[config.mk]
export PLATFORM = sky130hd
export DESIGN_NAME = repadd_mult
export DESIGN_NICKNAME = d
export VERILOG_FILES = /design/src/rtl/repadd_pkg.sv /design/src/rtl/repadd_ctrl.sv /design/src/rtl/repadd_mult.sv
export SDC_FILE = /design/constraint.sdc
export NUM_CORES = 1
export LEC_CHECK = 0
export ABC_AREA = 0
export CAP_MARGIN = 5
export CORE_UTILIZATION = 45
export CTS_CLUSTER_DIAMETER = 200
export DETAILED_ROUTE_END_ITERATION = 7
export PLACE_DENSITY = 0.79
export REMOVE_ABC_BUFFERS = 1
export SLEW_MARGIN = 20
export SYNTH_ARGS = -nofsm -noshare
export SYNTH_HDL_FRONTEND = slang
export SYNTH_SLANG_ARGS = --single-unit
export TNS_END_PERCENT = 10
[constraint.sdc]
create_clock -name clock -period 2.95 [get_ports clock]
set_clock_uncertainty 0.15 [all_clocks]
set_input_delay 0.295 -clock clock [delete_from_list [all_inputs] [get_ports clock]]
set_output_delay 0.295 -clock clock [all_outputs]
set_load 0.05 [all_outputs]
[src/rtl/repadd_pkg.sv]
// repadd_pkg: shared types and defaults for the repeated-addition multiplier.
//   state_t       : controller state encoding (IDLE, RUN, DONE)
//   REPADD_WIDTH  : default operand width in bits
package repadd_pkg;

  localparam int unsigned REPADD_WIDTH = 16;

  typedef enum logic [1:0] {
    IDLE = 2'd0,
    RUN  = 2'd1,
    DONE = 2'd2
  } state_t;

endpackage

[src/rtl/repadd_ctrl.sv]
// repadd_ctrl: controller FSM for repadd_mult.
// Ports:
//   clock   in  rising-edge clock
//   reset   in  synchronous active-high reset
//   start   in  multiply request, honoured only in IDLE
//   zero_op in  operand about to be loaded is zero (skip RUN)
//   last    in  counter equals 1, the current add is the final one
//   load    out load A and C from the operands
//   clear   out clear the product register
//   add_en  out accumulate A into P this cycle
//   dec_en  out decrement C this cycle
//   ready   out high in IDLE
//   busy    out high in RUN
//   done    out one-cycle pulse in DONE
module repadd_ctrl
  import repadd_pkg::*;
(
  input  logic clock,
  input  logic reset,
  input  logic start,
  input  logic zero_op,
  input  logic last,
  output logic load,
  output logic clear,
  output logic add_en,
  output logic dec_en,
  output logic ready,
  output logic busy,
  output logic done
);

  state_t state;
  state_t state_next;

  always_ff @(posedge clock) begin
    if (reset) begin
      state <= IDLE;
    end else begin
      state <= state_next;
    end
  end

  always_comb begin
    state_next = state;
    load       = 1'b0;
    clear      = 1'b0;
    add_en     = 1'b0;
    dec_en     = 1'b0;
    ready      = 1'b0;
    busy       = 1'b0;
    done       = 1'b0;
    unique case (state)
      IDLE: begin
        ready = 1'b1;
        if (start) begin
          load       = 1'b1;
          clear      = 1'b1;
          state_next = zero_op ? DONE : RUN;
        end
      end
      RUN: begin
        busy   = 1'b1;
        add_en = 1'b1;
        dec_en = 1'b1;
        if (last) begin
          state_next = DONE;
        end
      end
      DONE: begin
        done       = 1'b1;
        state_next = IDLE;
      end
      default: begin
        state_next = IDLE;
      end
    endcase
  end

endmodule

[src/rtl/repadd_mult.sv]
// repadd_mult: unsigned multiplier by repeated addition with start/done handshake.
// The addend A is accumulated into P once per cycle while the counter C runs
// down to zero; P is 2*WIDTH bits so the product never overflows.
// Optional feature: define REPADD_SWAP_EN to load the smaller operand into C
// (fewer iterations); the product is identical either way.
// Ports:
//   clock   in  rising-edge clock
//   reset   in  synchronous active-high reset
//   start   in  request, accepted only while ready=1
//   a_in    in  multiplicand, sampled on accept
//   b_in    in  multiplier, sampled on accept
//   ready   out high in IDLE
//   busy    out high in RUN
//   done    out one-cycle pulse, product valid
//   product out accumulator register P (held until the next accept)
module repadd_mult
  import repadd_pkg::*;
#(
  parameter int unsigned WIDTH = REPADD_WIDTH
) (
  input  logic               clock,
  input  logic               reset,
  input  logic               start,
  input  logic [WIDTH-1:0]   a_in,
  input  logic [WIDTH-1:0]   b_in,
  output logic               ready,
  output logic               busy,
  output logic               done,
  output logic [2*WIDTH-1:0] product
);

  localparam logic [WIDTH-1:0] ONE = {{(WIDTH-1){1'b0}}, 1'b1};

  logic [WIDTH-1:0]   a_reg;
  logic [WIDTH-1:0]   c_reg;
  logic [2*WIDTH-1:0] p_reg;

  logic [WIDTH-1:0] a_sel;
  logic [WIDTH-1:0] c_sel;
  logic             zero_op;
  logic             last;
  logic             load;
  logic             clear;
  logic             add_en;
  logic             dec_en;

`ifdef REPADD_SWAP_EN
  // Smaller operand drives the iteration count; on a tie a_in stays the addend.
  always_comb begin
    if (a_in >= b_in) begin
      a_sel = a_in;
      c_sel = b_in;
    end else begin
      a_sel = b_in;
      c_sel = a_in;
    end
  end
`else
  always_comb begin
    a_sel = a_in;
    c_sel = b_in;
  end
`endif

  // Evaluated on the operands being loaded so a zero operand skips RUN entirely.
  assign zero_op = (a_sel == '0) || (c_sel == '0);
  assign last    = (c_reg == ONE);

  repadd_ctrl u_ctrl (
    .clock   (clock),
    .reset   (reset),
    .start   (start),
    .zero_op (zero_op),
    .last    (last),
    .load    (load),
    .clear   (clear),
    .add_en  (add_en),
    .dec_en  (dec_en),
    .ready   (ready),
    .busy    (busy),
    .done    (done)
  );

  always_ff @(posedge clock) begin
    if (reset) begin
      a_reg <= '0;
      c_reg <= '0;
      p_reg <= '0;
    end else begin
      if (load) begin
        a_reg <= a_sel;
        c_reg <= c_sel;
      end else if (dec_en) begin
        c_reg <= c_reg - ONE;
      end
      if (clear) begin
        p_reg <= '0;
      end else if (add_en) begin
        p_reg <= p_reg + {{WIDTH{1'b0}}, a_reg};
      end
    end
  end

  assign product = p_reg;

endmodule
Yosys cells after proc, flatten, opt, wreduce, memory -nomap -nowiden
Cells that the tools add are included.
{"block": "op_classes", "mux": 11, "reduce_logical": 7, "n_eq_ne": 5, "n_addsub": 2}
{"cell": "$add 32x16->32", "count": 1}
{"cell": "$logic_not 16->1", "count": 2}
{"cell": "$mux 16", "count": 2}
{"cell": "$eq 16x1->1 const B", "count": 1}
{"cell": "$sub 16x1->16 const B", "count": 1}
{"cell": "$mux 2", "count": 3}
{"cell": "$mux 1", "count": 5}
{"cell": "$ne 2x2->1 const B", "count": 2}
{"cell": "$pmux 2 s2", "count": 1}
{"cell": "$eq 2x1->1 const B", "count": 1}
{"cell": "$eq 2x2->1 const B", "count": 1}
{"cell": "$logic_not 2->1", "count": 1}
{"cell": "$reduce_and 2->1", "count": 1}
{"cell": "$reduce_bool 2->1", "count": 1}
{"cell": "$reduce_or 2->1", "count": 1}
{"cell": "$logic_or 1x1->1", "count": 1}
{"block": "totals", "out_inout_bits": 35, "input_bits": 35, "register_bits": 66, "word_cells": 29}

Logic depth before layout (Yosys ltp)
Gate-level depths: netlist (run 1).
{"block": "logic_depth", "depth_word": 5, "mapped_depth": 9, "depth_no_buf": 9}

Hierarchy
From an unflattened synthesis (run 1), not the netlist that was laid out.
{"block": "hier_totals", "cells_unflattened": 462, "hier_area_um2": 3883.7}
{"module": "repadd_mult", "area_per_inst_um2": 3748.6, "seq_area_each_um2": 1281.2, "instances": 1, "cells_each": 447}
{"module": "repadd_ctrl", "area_per_inst_um2": 135.1, "seq_area_each_um2": 40.0, "instances": 1, "cells_each": 15}

Worst setup path after synthesis (run 1)
OpenSTA, ideal clock, no wires.
{"block": "synth_path", "kind": "reg-to-reg", "start": "reg p_reg[0] (netlist: product[0])", "end": "reg p_reg[14] (netlist: product[14])", "t_arrival_ns": 2.663, "slack_ns": 0.067, "path_stages_with_launch": 10, "required_ns": 2.729, "path_buffers": 0, "setup_time_ns": 0.071, "path_cell_list": "dfxtp_1 -> ha_1 -> fa_1 -> a211oi_1 -> o211ai_1 -> and4bb_2 -> or4b_1 -> xor2_1 -> nand2_1 -> a21oi_1"}
{"block": "synth_between", "elab_chain_len": 1}
{"element": "start, declared", "line": "repadd_mult.sv:36", "text": "logic [2*WIDTH-1:0] p_reg;"}
{"element": "start signal, assigned", "line": "repadd_mult.sv:99", "text": "p_reg <= p_reg + {{WIDTH{1'b0}}, a_reg};"}
{"element": "$add 32x16->32", "line": "repadd_mult.sv:99"}
No other way between the ends.
A chain may end at the register's enable or synchronous reset.

Final worst setup path (run 1)
Ends and elaborated chain as after synthesis.

==> impl_metrics.py, run 1 <==
metrics = {
    "die": {
        "rows": 32,
        "chipHeight_um": 92.4,
        "die_x_um": 92.4,
        "initial_core_util_pct": 47.1,
        "core_area_um2": 7810,
        "ios": 70,
        "die_area_um2": 8530,
    },
    "worst_setup_path": {
        "rr_startpoint": "product[0]$_SDFFE_PP0P_",
        "cp-startpoint": "product[0]$_SDFFE_PP0P_",
        "critPathKind": "reg2reg",
        "critPathMaxFanout": 3,
        "crit_arrival_ps": 2870,
        "end_kind": "flip-flop",
        "worst-r2r-cell-count": 9,
        "startpoint_type": "flip-flop",
        "reg2reg_to": "product[14]$_SDFFE_PP0P_",
        "rrSetupSlack_ps": 220,
        "cp.required_ps": 3080,
        "setup.worst_path.end": "product[14]$_SDFFE_PP0P_",
    },
    "global_route": {
        "grt_overflow_total": 0,
        "grt_pass1_wl_mm": 16.7,
        "grt_max_degree": 38,
        "grt_use_total_pct": 24.4,
        "antenna_found_initial": 0,
        "grt_pass1_vias": 3528,
    },
    "clock_network": {
        "clock_latency_ps": 350,
        "cts_tree": "built",
        "cts_resized": 0,
        "path_clk_slew_ps": 70,
        "clk_path_buf_depth": 2,
        "clock-root-buffer": "clkbuf_8",
        "cts_made_buffers": 9,
        "htree_num_levels": 3,
        "clock_sinks": 66,
        "postCtsSetupRepairBufs": 0,
        "postCtsHoldBufs": 0,
    },
    "power_and_ir_drop": {
        "p_leak_nw": 1.77,
        "vdd_drop_max_uv": 285,
        "power.density_nw_per_um2": 529,
    },
    "timing": {
        "relSlewSlack_pct": 45.6,
        "setup_slack_ps": 218,
        "hold_violations": 0,
        "max_freq_ghz": 0.366,
        "maxSlewViolCount": 0,
        "min_period_ps": 2730,
        "period_share_pct": 92.6,
        "fin_hold_ws_ps": 314,
        "max_slew.worst_pin.slew_ps": 814,
        "fin_tns_setup_ps": 0,
        "setup-violations-final": 0,
    },
    "logic_synthesis": {
        "synth_async_sr_flop_share_pct": 0,
        "ys_types": 52,
        "ys_seq_elements": 66,
        "synth_area_per_cell_um2": 7.77,
        "ys_warn_count": 0,
        "syn-cell-area_um2": 3670,
        "seq_area_frac_synth_pct": 36.0,
        "synth_flop_cell": "dfxtp_1",
        "synthCells": 473,
        "synth_edf_count": 0,
    },
    "status": {
        "status": "complete, no violations",
    },
    "place": {
        "portBuffers": 69,
        "dp_slack_ps": 207,
        "postPlaceCellArea_um2": 4470,
        "place_congestion": 0.899,
        "place_hpwl_mm": 7.24,
    },
    "route": {
        "drt_iter0_drc": 190,
        "dr.pass1.iters": 4,
        "via_count": 3759,
        "drc_errors": 0,
        "drt-met1-wl_mm": 4.31,
        "routed_wl_mm": 9.82,
        "drtAntennaViolNets": 0,
        "routedWlPerCell_um": 15.2,
        "route.met3.wl_um": 481,
        "top_layer_used": "met4",
        "wl_met2_mm": 4.89,
        "avgViaCountPerCell": 5.81,
    },
    "final_layout": {
        "syn2layout_area_growth_pct": 28.4,
        "fill_cells": 736,
        "drive_gt1_share_pct": 6.24,
        "largest_register_ffs": 32,
        "nets": 594,
        "final_core_util_pct": 60.4,
        "multi_input_area_um2": 2220,
        "seq_area_um2": 1320,
        "num_antenna_cells": 0,
        "fin_area_um2": 4720,
    },
    "min_path": {
        "hold_start": "a_reg[7]$_SDFFE_PP0P_",
        "hold_class": "reg2reg",
    },
    "run": {
        "cap_violations": 0,
    },
}
## cell usage in the layout, fill, tap and decap left out, types with 2 or more instances in the layout
cell type,Yosys,layout
clkinvlp_4,0,3
dfxtp_1,66,66
clkdlybuf4s50_1,0,68
nand2b_1,4,4
nor2_1,41,41
a22oi_1,5,5
o31ai_1,7,7
or3_1,6,6
a21oi_1,69,69
nor4_1,13,13
clkbuf_8,0,9
or4_1,8,8
nor3_1,9,9
o21bai_1,4,4
and3_1,5,5
nand4_1,6,6
o21ai_1,3,3
xor2_1,7,7
mux2i_1,3,3
a222oi_1,2,2
ha_1,18,18
inv_1,9,9
nand3_1,18,18
o211ai_1,4,4
xnor2_1,14,14
o21ai_0,12,12
o311ai_0,2,2
a21o_1,4,4
or4b_1,2,2
nand3b_1,2,2
a211oi_1,6,5
a2bb2oi_1,2,2
nand2_1,80,80
buf_4,0,11
o22ai_1,2,2
bufinv_16,0,3
## how the worst min path moves through the flow
stage	to	slack [ps]	cells after the start
2_1_floorplan	a_reg[0]$_SDFFE_PP0P_	210	1
3_3_place_gp	a_reg[3]$_SDFFE_PP0P_	300	2
3_5_place_dp	a_reg[3]$_SDFFE_PP0P_	300	2
4_1_cts	a_reg[7]$_SDFFE_PP0P_	310	2
5_1_grt	a_reg[7]$_SDFFE_PP0P_	330	2
6_report	a_reg[7]$_SDFFE_PP0P_	310	2
## final cells by class
| class | instances | area share (%) |
|---|---|---|
| Tap cell | 102 | 2.71 |
| Timing Repair Buffer | 79 | 16.2 |
| Multi-Input combinational cell | 374 | 47.2 |
| Clock inverter | 7 | 2.49 |
| Sequential cell | 66 | 28.0 |
| Inverter | 10 | 0.796 |
| Clock buffer | 9 | 2.63 |
## power by group
part	leakage (nW)	internal [mW]	switching [mW]
Clock	0.111	0.559	0.370
Sequential	0.538	0.949	0.0583
Combinational	1.12	0.217	0.340
Total	1.77	1.73	0.769
## cell families after synthesis
group	count (synthesis)	synth area share (%)
AO/OA/AOI/OAI	129	21.6
multiplexers	3	0.817
adder cells (fa/ha/maj)	19	6.68
buffers and inverters	33	3.61
flip-flops	66	36.0
AND/OR/NAND/NOR	202	26.3
XOR/XNOR	21	5.01
## metal layers
layer | track usage (%) | vias to the layer above
met5 | 0 | -
met4 | 7.94 | 0
met3 | 4.35 | 12
met2 | 41.3 | 121
met1 | 31.4 | 1779
li1 | - | 1847
## synth_stat cells, types with 5 or more instances
library cell   n  area, µm²
a211oi_1       6       45.0
dfxtp_1       66       1320
a22oi_1        5       37.5
or3_1          6       37.5
clkbuf_1      15       56.3
or4_1          8       60.1
buf_1          6       22.5
nor4_1        13       81.3
nor3_1         9       45.0
xnor2_1       14        123
nand2_1       80        300
nand4_1        6       37.5
nor2_1        41        154
ha_1          18        225
o21ai_0       12       60.1
xor2_1         7       61.3
o31ai_1        7       52.6
nand3_1       18       90.1
a21oi_1       69        345
inv_1          9       33.8
and3_1         5       31.3
## worst max-delay path, cell delays in order, from the launching register on
cell and delay (ps):
dfxtp_1 320, ha_1 230, fa_1 460, a211oi_2 280
o211ai_1 150, and4bb_2 270, or4b_1 480, xor2_1 140
nand2_1 60, a21oi_1 120
## through the flow
step | power, mW | cells
final | 2.49 | 647
after global routing | 2.61 | 647
after CTS | 2.50 | 647
after detailed placement | 1.58 | 631
after global placement | 1.56 | 631
after floorplan | 1.37 | 450
Note: power is estimated with default switching activity, not from simulation.
==> run 2: changes to the inputs <==
--- a/config.mk
+++ b/config.mk
@@ -7,11 +7,13 @@
 export LEC_CHECK = 0
 export ABC_AREA = 0
 export CAP_MARGIN = 5
-export CORE_UTILIZATION = 45
+export CORE_UTILIZATION = 40
 export CTS_CLUSTER_DIAMETER = 200
 export DETAILED_ROUTE_END_ITERATION = 7
-export PLACE_DENSITY = 0.79
+export GPL_ROUTABILITY_DRIVEN = 0
+export PLACE_DENSITY = 0.72
 export REMOVE_ABC_BUFFERS = 1
+export SETUP_SLACK_MARGIN = 0.15
 export SLEW_MARGIN = 20
 export SYNTH_ARGS = -nofsm -noshare
 export SYNTH_HDL_FRONTEND = slang
==> impl_metrics.py, run 2 (same netlist as run 1, synthesis figures left out) <==
metrics = {
    "status": {
        "status": "finished, violations left",
        "violations": "DRC",
    },
    "final_layout": {
        "layoutNonFillerInstCount": 652,
        "layout_commonest_cell": "nand2_1",
        "drive_gt1_share_pct": 6.25,
        "nets": 593,
        "largest_register_ffs": 32,
        "fin_area_um2": 4650,
        "layout_common_cells": "nand2_1, a21oi_1, clkdlybuf4s50_1",
        "seq_area_um2": 1320,
        "num_antenna_cells": 0,
        "multi_input_area_um2": 2240,
        "syn2layout_area_growth_pct": 26.7,
        "fill_cells": 833,
    },
    "worst_setup_path": {
        "critPathKind": "reg2reg",
        "worst-r2r-cell-count": 9,
        "rrSetupSlack_ps": 280,
        "crit_arrival_ps": 2800,
        "max_stage_delay_ps": 490,
        "crit_path_cell_trace": "ha_2 -> fa_2 -> a211oi_2 -> o211ai_1 -> and4bb_2 -> or4b_4 -> xor2_2 -> nand2_1 -> a21oi_1",
        "startpoint_type": "flip-flop",
        "critPathMaxFanout": 3,
        "rr_startpoint": "product[0]$_SDFFE_PP0P_",
        "cp-startpoint": "product[0]$_SDFFE_PP0P_",
        "end_kind": "flip-flop",
        "slowest_stage": "or4b_4",
        "reg2reg_to": "product[14]$_SDFFE_PP0P_",
        "cp.required_ps": 3070,
        "setup.worst_path.end": "product[14]$_SDFFE_PP0P_",
    },
    "clock_network": {
        "clk_path_buf_depth": 2,
        "cts_made_buffers": 9,
        "path_clk_slew_ps": 70,
        "postCtsHoldBufs": 0,
        "htree_num_levels": 3,
        "clock_sinks": 66,
        "clock_latency_ps": 350,
        "cts_tree": "built",
        "clock-root-buffer": "clkbuf_8",
    },
    "timing": {
        "relSlewSlack_pct": 45.4,
        "period_share_pct": 90.7,
        "min_period_ps": 2670,
        "max_freq_ghz": 0.374,
        "hold_violations": 0,
        "setup_slack_ps": 276,
        "maxSlewViolCount": 0,
        "rsz0062_at_grt": "no",
        "max_slew.worst_pin.slew_ps": 817,
        "setup-violations-final": 0,
    },
    "place": {
        "place_hpwl_mm": 7.09,
        "postPlaceCellArea_um2": 4460,
        "dp_cells": 635,
        "dp_slack_ps": 154,
        "portBuffers": 69,
    },
    "power_and_ir_drop": {
        "p_leak_nw": 1.73,
        "p_comb_share_pct": 24.9,
        "clkPwrFrac_pct": 29.9,
        "vdd_drop_max_uv": 223,
        "p_switching_mw": 0.740,
        "power.density_nw_per_um2": 478,
        "seqPwrFrac_pct": 45.3,
        "swShare_pct": 33.2,
        "p_int_mw": 1.49,
        "total_power_mw": 2.23,
    },
    "route": {
        "drt_iter0_drc": 225,
        "drc_errors": 4,
        "top_layer_used": "met4",
        "via_count": 3708,
        "route.met3.wl_um": 608,
        "wl_met2_mm": 4.67,
        "dr.pass1.iters": 7,
        "routedWlPerCell_um": 14.9,
        "avgViaCountPerCell": 5.69,
        "drt-met1-wl_mm": 4.29,
        "drtAntennaViolNets": 0,
        "routed_wl_mm": 9.73,
    },
    "global_route": {
        "grt_use_total_pct": 20.6,
        "antenna_found_initial": 0,
        "grt_pass1_wl_mm": 15.9,
        "grt_pass1_vias": 3420,
        "grt_overflow_total": 0,
        "grt_max_degree": 38,
    },
    "die": {
        "core_area_um2": 8810,
        "rows": 34,
        "initial_core_util_pct": 41.7,
        "chipHeight_um": 97.8,
        "die_x_um": 97.8,
        "ios": 70,
        "die_area_um2": 9570,
    },
    "min_path": {
        "hold_class": "reg2reg",
        "hold_start": "a_reg[13]$_SDFFE_PP0P_",
        "holdPathStages": 2,
    },
    "run": {
        "cap_violations": 0,
    },
}
run 2: cell types whose count changed in the layout (fill, tap and decap cells not counted), moves of 2 or more:
cell / change
bufinv_16: -3
clkbuf_1: +3
clkinvlp_4: -3
clkinv_2: +2
run 2: critical path, delay by kind of cell, from the launching register on:
kind / cells / cell delay (ps)
AND/OR/NAND/NOR: 3 / 840
flip-flops: 1 / 320
AO/OA/AOI/OAI: 3 / 560
XOR/XNOR: 1 / 140
adder cells (fa/ha/maj): 2 / 590
run 2: repair_timing:
action,in CTS,in global routing
pin swaps,0,4
gates resized for setup,1,4
setup endpoints to repair,1,2
setup buffers,0,1
run 2: metal layers:
| layer | up-vias | track usage [%] |
|---|---|---|
| met2 | 141 | 35.3 |
| met3 | 16 | 3.44 |
| li1 | 1841 | - |
| met1 | 1710 | 25.7 |
| met4 | 0 | 7.81 |
| met5 | - | 0 |
run 2: worst min path at each step:
stage | endpoint | slack (ps)
2_1_floorplan | a_reg[0]$_SDFFE_PP0P_ | 210
3_3_place_gp | a_reg[11]$_SDFFE_PP0P_ | 300
3_5_place_dp | a_reg[13]$_SDFFE_PP0P_ | 300
4_1_cts | a_reg[13]$_SDFFE_PP0P_ | 310
5_1_grt | a_reg[8]$_SDFFE_PP0P_ | 350
6_report | a_reg[13]$_SDFFE_PP0P_ | 310
run 2: final cells by class:
cell class,instances,area share (%)
Clock buffer,13,3.20
Clock inverter,3,0.323
Timing Repair Buffer,78,16.2
Inverter,10,0.806
Tap cell,108,2.90
Sequential cell,66,28.4
Multi-Input combinational cell,374,48.1
run 2: power groups by stage:
stage | clock (mW) | combinational, mW | sequential (mW)
floorplan | 0 | 0.329 | 1.04
global placement | 0 | 0.538 | 1.02
detailed placement | 0 | 0.548 | 1.03
CTS | 0.674 | 0.551 | 1.01
global route | 0.715 | 0.609 | 1.02
finish | 0.665 | 0.554 | 1.01
run 2: stage by stage:
stage	hold slack [ps]	utilization (%)	TNS (ps)
4_1_cts	314	52.6	0
3_3_place_gp	303	50.7	0
5_1_grt	346	52.9	0
2_1_floorplan	214	-	-248
6_report	313	52.9	0
3_5_place_dp	305	50.7	0
==> run 3: changes to the inputs <==
--- a/config.mk
+++ b/config.mk
@@ -11,6 +11,7 @@
 export CTS_CLUSTER_DIAMETER = 200
 export DETAILED_ROUTE_END_ITERATION = 7
 export GPL_ROUTABILITY_DRIVEN = 0
+export GPL_TIMING_DRIVEN = 0
 export PLACE_DENSITY = 0.72
 export REMOVE_ABC_BUFFERS = 1
 export SETUP_SLACK_MARGIN = 0.15
==> impl_metrics.py, run 3 (same netlist as run 1, synthesis figures left out) <==
metrics = {
    "place": {
        "postPlaceCellArea_um2": 4400,
        "portBuffers": 69,
        "dp_cells": 627,
        "place_hpwl_mm": 6.56,
    },
    "clock_network": {
        "postCtsHoldBufs": 0,
        "cts_made_buffers": 9,
        "clk_path_buf_depth": 2,
        "postCtsSetupRepairBufs": 0,
        "clock_latency_ps": 350,
        "cts_tree": "built",
        "htree_num_levels": 3,
        "path_clk_slew_ps": 70,
        "clock_sinks": 66,
        "clock-root-buffer": "clkbuf_8",
    },
    "global_route": {
        "grt_use_total_pct": 19.6,
        "grt_pass1_vias": 3288,
        "grt_pass1_wl_mm": 15.2,
        "grt_max_degree": 39,
        "grt_overflow_total": 0,
        "antenna_found_initial": 0,
    },
    "final_layout": {
        "num_antenna_cells": 0,
        "largest_register_ffs": 32,
        "nets": 584,
        "layout_commonest_cell": "nand2_1",
        "fin_area_um2": 4650,
        "seq_area_um2": 1320,
        "layoutNonFillerInstCount": 643,
        "drive_gt1_share_pct": 5.79,
        "multi_input_area_um2": 2240,
        "layout_common_cells": "nand2_1, a21oi_1, clkdlybuf4s50_1",
        "fill_cells": 839,
        "syn2layout_area_growth_pct": 26.5,
    },
    "route": {
        "drt_iter0_drc": 228,
        "avgViaCountPerCell": 5.63,
        "routed_wl_mm": 9.25,
        "drc_errors": 4,
        "via_count": 3621,
        "routedWlPerCell_um": 14.4,
        "dr.pass1.iters": 7,
        "drtAntennaViolNets": 0,
    },
    "min_path": {
        "hold_class": "reg2reg",
    },
    "run": {
        "cap_violations": 0,
    },
    "power_and_ir_drop": {
        "power.density_nw_per_um2": 506,
        "p_comb_share_pct": 22.7,
        "seqPwrFrac_pct": 42.9,
        "vdd_drop_max_uv": 256,
        "swShare_pct": 31.5,
        "clkPwrFrac_pct": 34.4,
        "p_switching_mw": 0.741,
        "p_int_mw": 1.61,
        "p_leak_nw": 1.74,
    },
    "timing": {
        "period_share_pct": 92.2,
        "relSlewSlack_pct": 30.9,
        "setup-violations-final": 0,
        "min_period_ps": 2720,
        "max_slew.worst_pin.slew_ps": 1040,
        "max_freq_ghz": 0.368,
        "hold_violations": 0,
        "maxSlewViolCount": 0,
        "rsz0062_at_grt": "yes",
    },
    "die": {
        "die_x_um": 97.8,
        "core_area_um2": 8810,
        "chipHeight_um": 97.8,
        "rows": 34,
        "initial_core_util_pct": 41.7,
        "die_area_um2": 9570,
        "ios": 70,
    },
    "status": {
        "status": "finished, violations left",
        "violations": "DRC",
    },
    "worst_setup_path": {
        "setup.worst_path.end": "product[14]$_SDFFE_PP0P_",
        "end_kind": "flip-flop",
        "crit_arrival_ps": 2770,
        "critPathKind": "reg2reg",
        "worst-r2r-cell-count": 9,
        "rr_startpoint": "product[0]$_SDFFE_PP0P_",
        "cp.required_ps": 3000,
        "cp-startpoint": "product[0]$_SDFFE_PP0P_",
        "critPathMaxFanout": 3,
        "rrSetupSlack_ps": 230,
        "reg2reg_to": "product[14]$_SDFFE_PP0P_",
        "startpoint_type": "flip-flop",
    },
}
run 3: worst min path at each step:
stage / start / endpoint / slack (ps) / depth (start not counted)
final: a_reg[0]$_SDFFE_PP0P_ / a_reg[0]$_SDFFE_PP0P_ / 310 / 2
after global routing: a_reg[7]$_SDFFE_PP0P_ / a_reg[7]$_SDFFE_PP0P_ / 330 / 2
after CTS: a_reg[12]$_SDFFE_PP0P_ / a_reg[12]$_SDFFE_PP0P_ / 310 / 2
after detailed placement: a_reg[12]$_SDFFE_PP0P_ / a_reg[12]$_SDFFE_PP0P_ / 300 / 2
after global placement: a_reg[0]$_SDFFE_PP0P_ / a_reg[0]$_SDFFE_PP0P_ / 300 / 2
after floorplan: reset / a_reg[0]$_SDFFE_PP0P_ / 210 / 1
run 3: power groups by stage:
stage	Combinational [mW]	Clock [mW]	Sequential (mW)
6_report	0.534	0.810	1.01
3_5_place_dp	0.524	0	1.03
2_1_floorplan	0.329	0	1.04
4_1_cts	0.531	0.824	1.01
3_3_place_gp	0.519	0	1.02
5_1_grt	0.587	0.857	1.02
run 3: repair_timing:
action	4_1_cts	5_1_grt
setup endpoints to repair	22	12
gates resized for setup	5	4
pin swaps	0	1
run 3: metal layers:
metal	up-vias	share of wire [%]	global-route usage, %
met5	-	0	0
met4	0	1.4	7.81
met3	10	5.1	4.51
met2	117	47	32.9
met1	1663	46	24.2
li1	1831	-	-
run 3: through the flow:
stage / setup WS, ps / power (mW) / hold WS [ps] / setup TNS (ps) / utilization [%]
floorplan: -150 / 1.37 / 214 / -248 / -
global placement: -996 / 1.54 / 301 / -16830 / 50.0
detailed placement: -404 / 1.55 / 304 / -1330 / 50.0
CTS: 23.6 / 2.36 / 314 / 0 / 52.6
global route: 68.6 / 2.46 / 328 / 0 / 52.8
finish: 231 / 2.35 / 310 / 0 / 52.8
run 3: layout make-up:
type                       count  share of cell area (%)
tap                          108                    2.91
timing repair buffer          69                    14.8
multi-input combinational    374                    48.3
sequential                    66                    28.5
clock buffer                  12                    3.56
inverter                      10                   0.916
clock inverter                 4                    1.05
run 3: critical path, cell delays in order (launching register included):
cell and delay (ps):
dfxtp_1 330, ha_1 230, fa_2 390, a211oi_2 260, o211ai_1 170, and4bb_2 290, or4b_1 480, xor2_1 150
nand2_1 60, a21oi_1 60
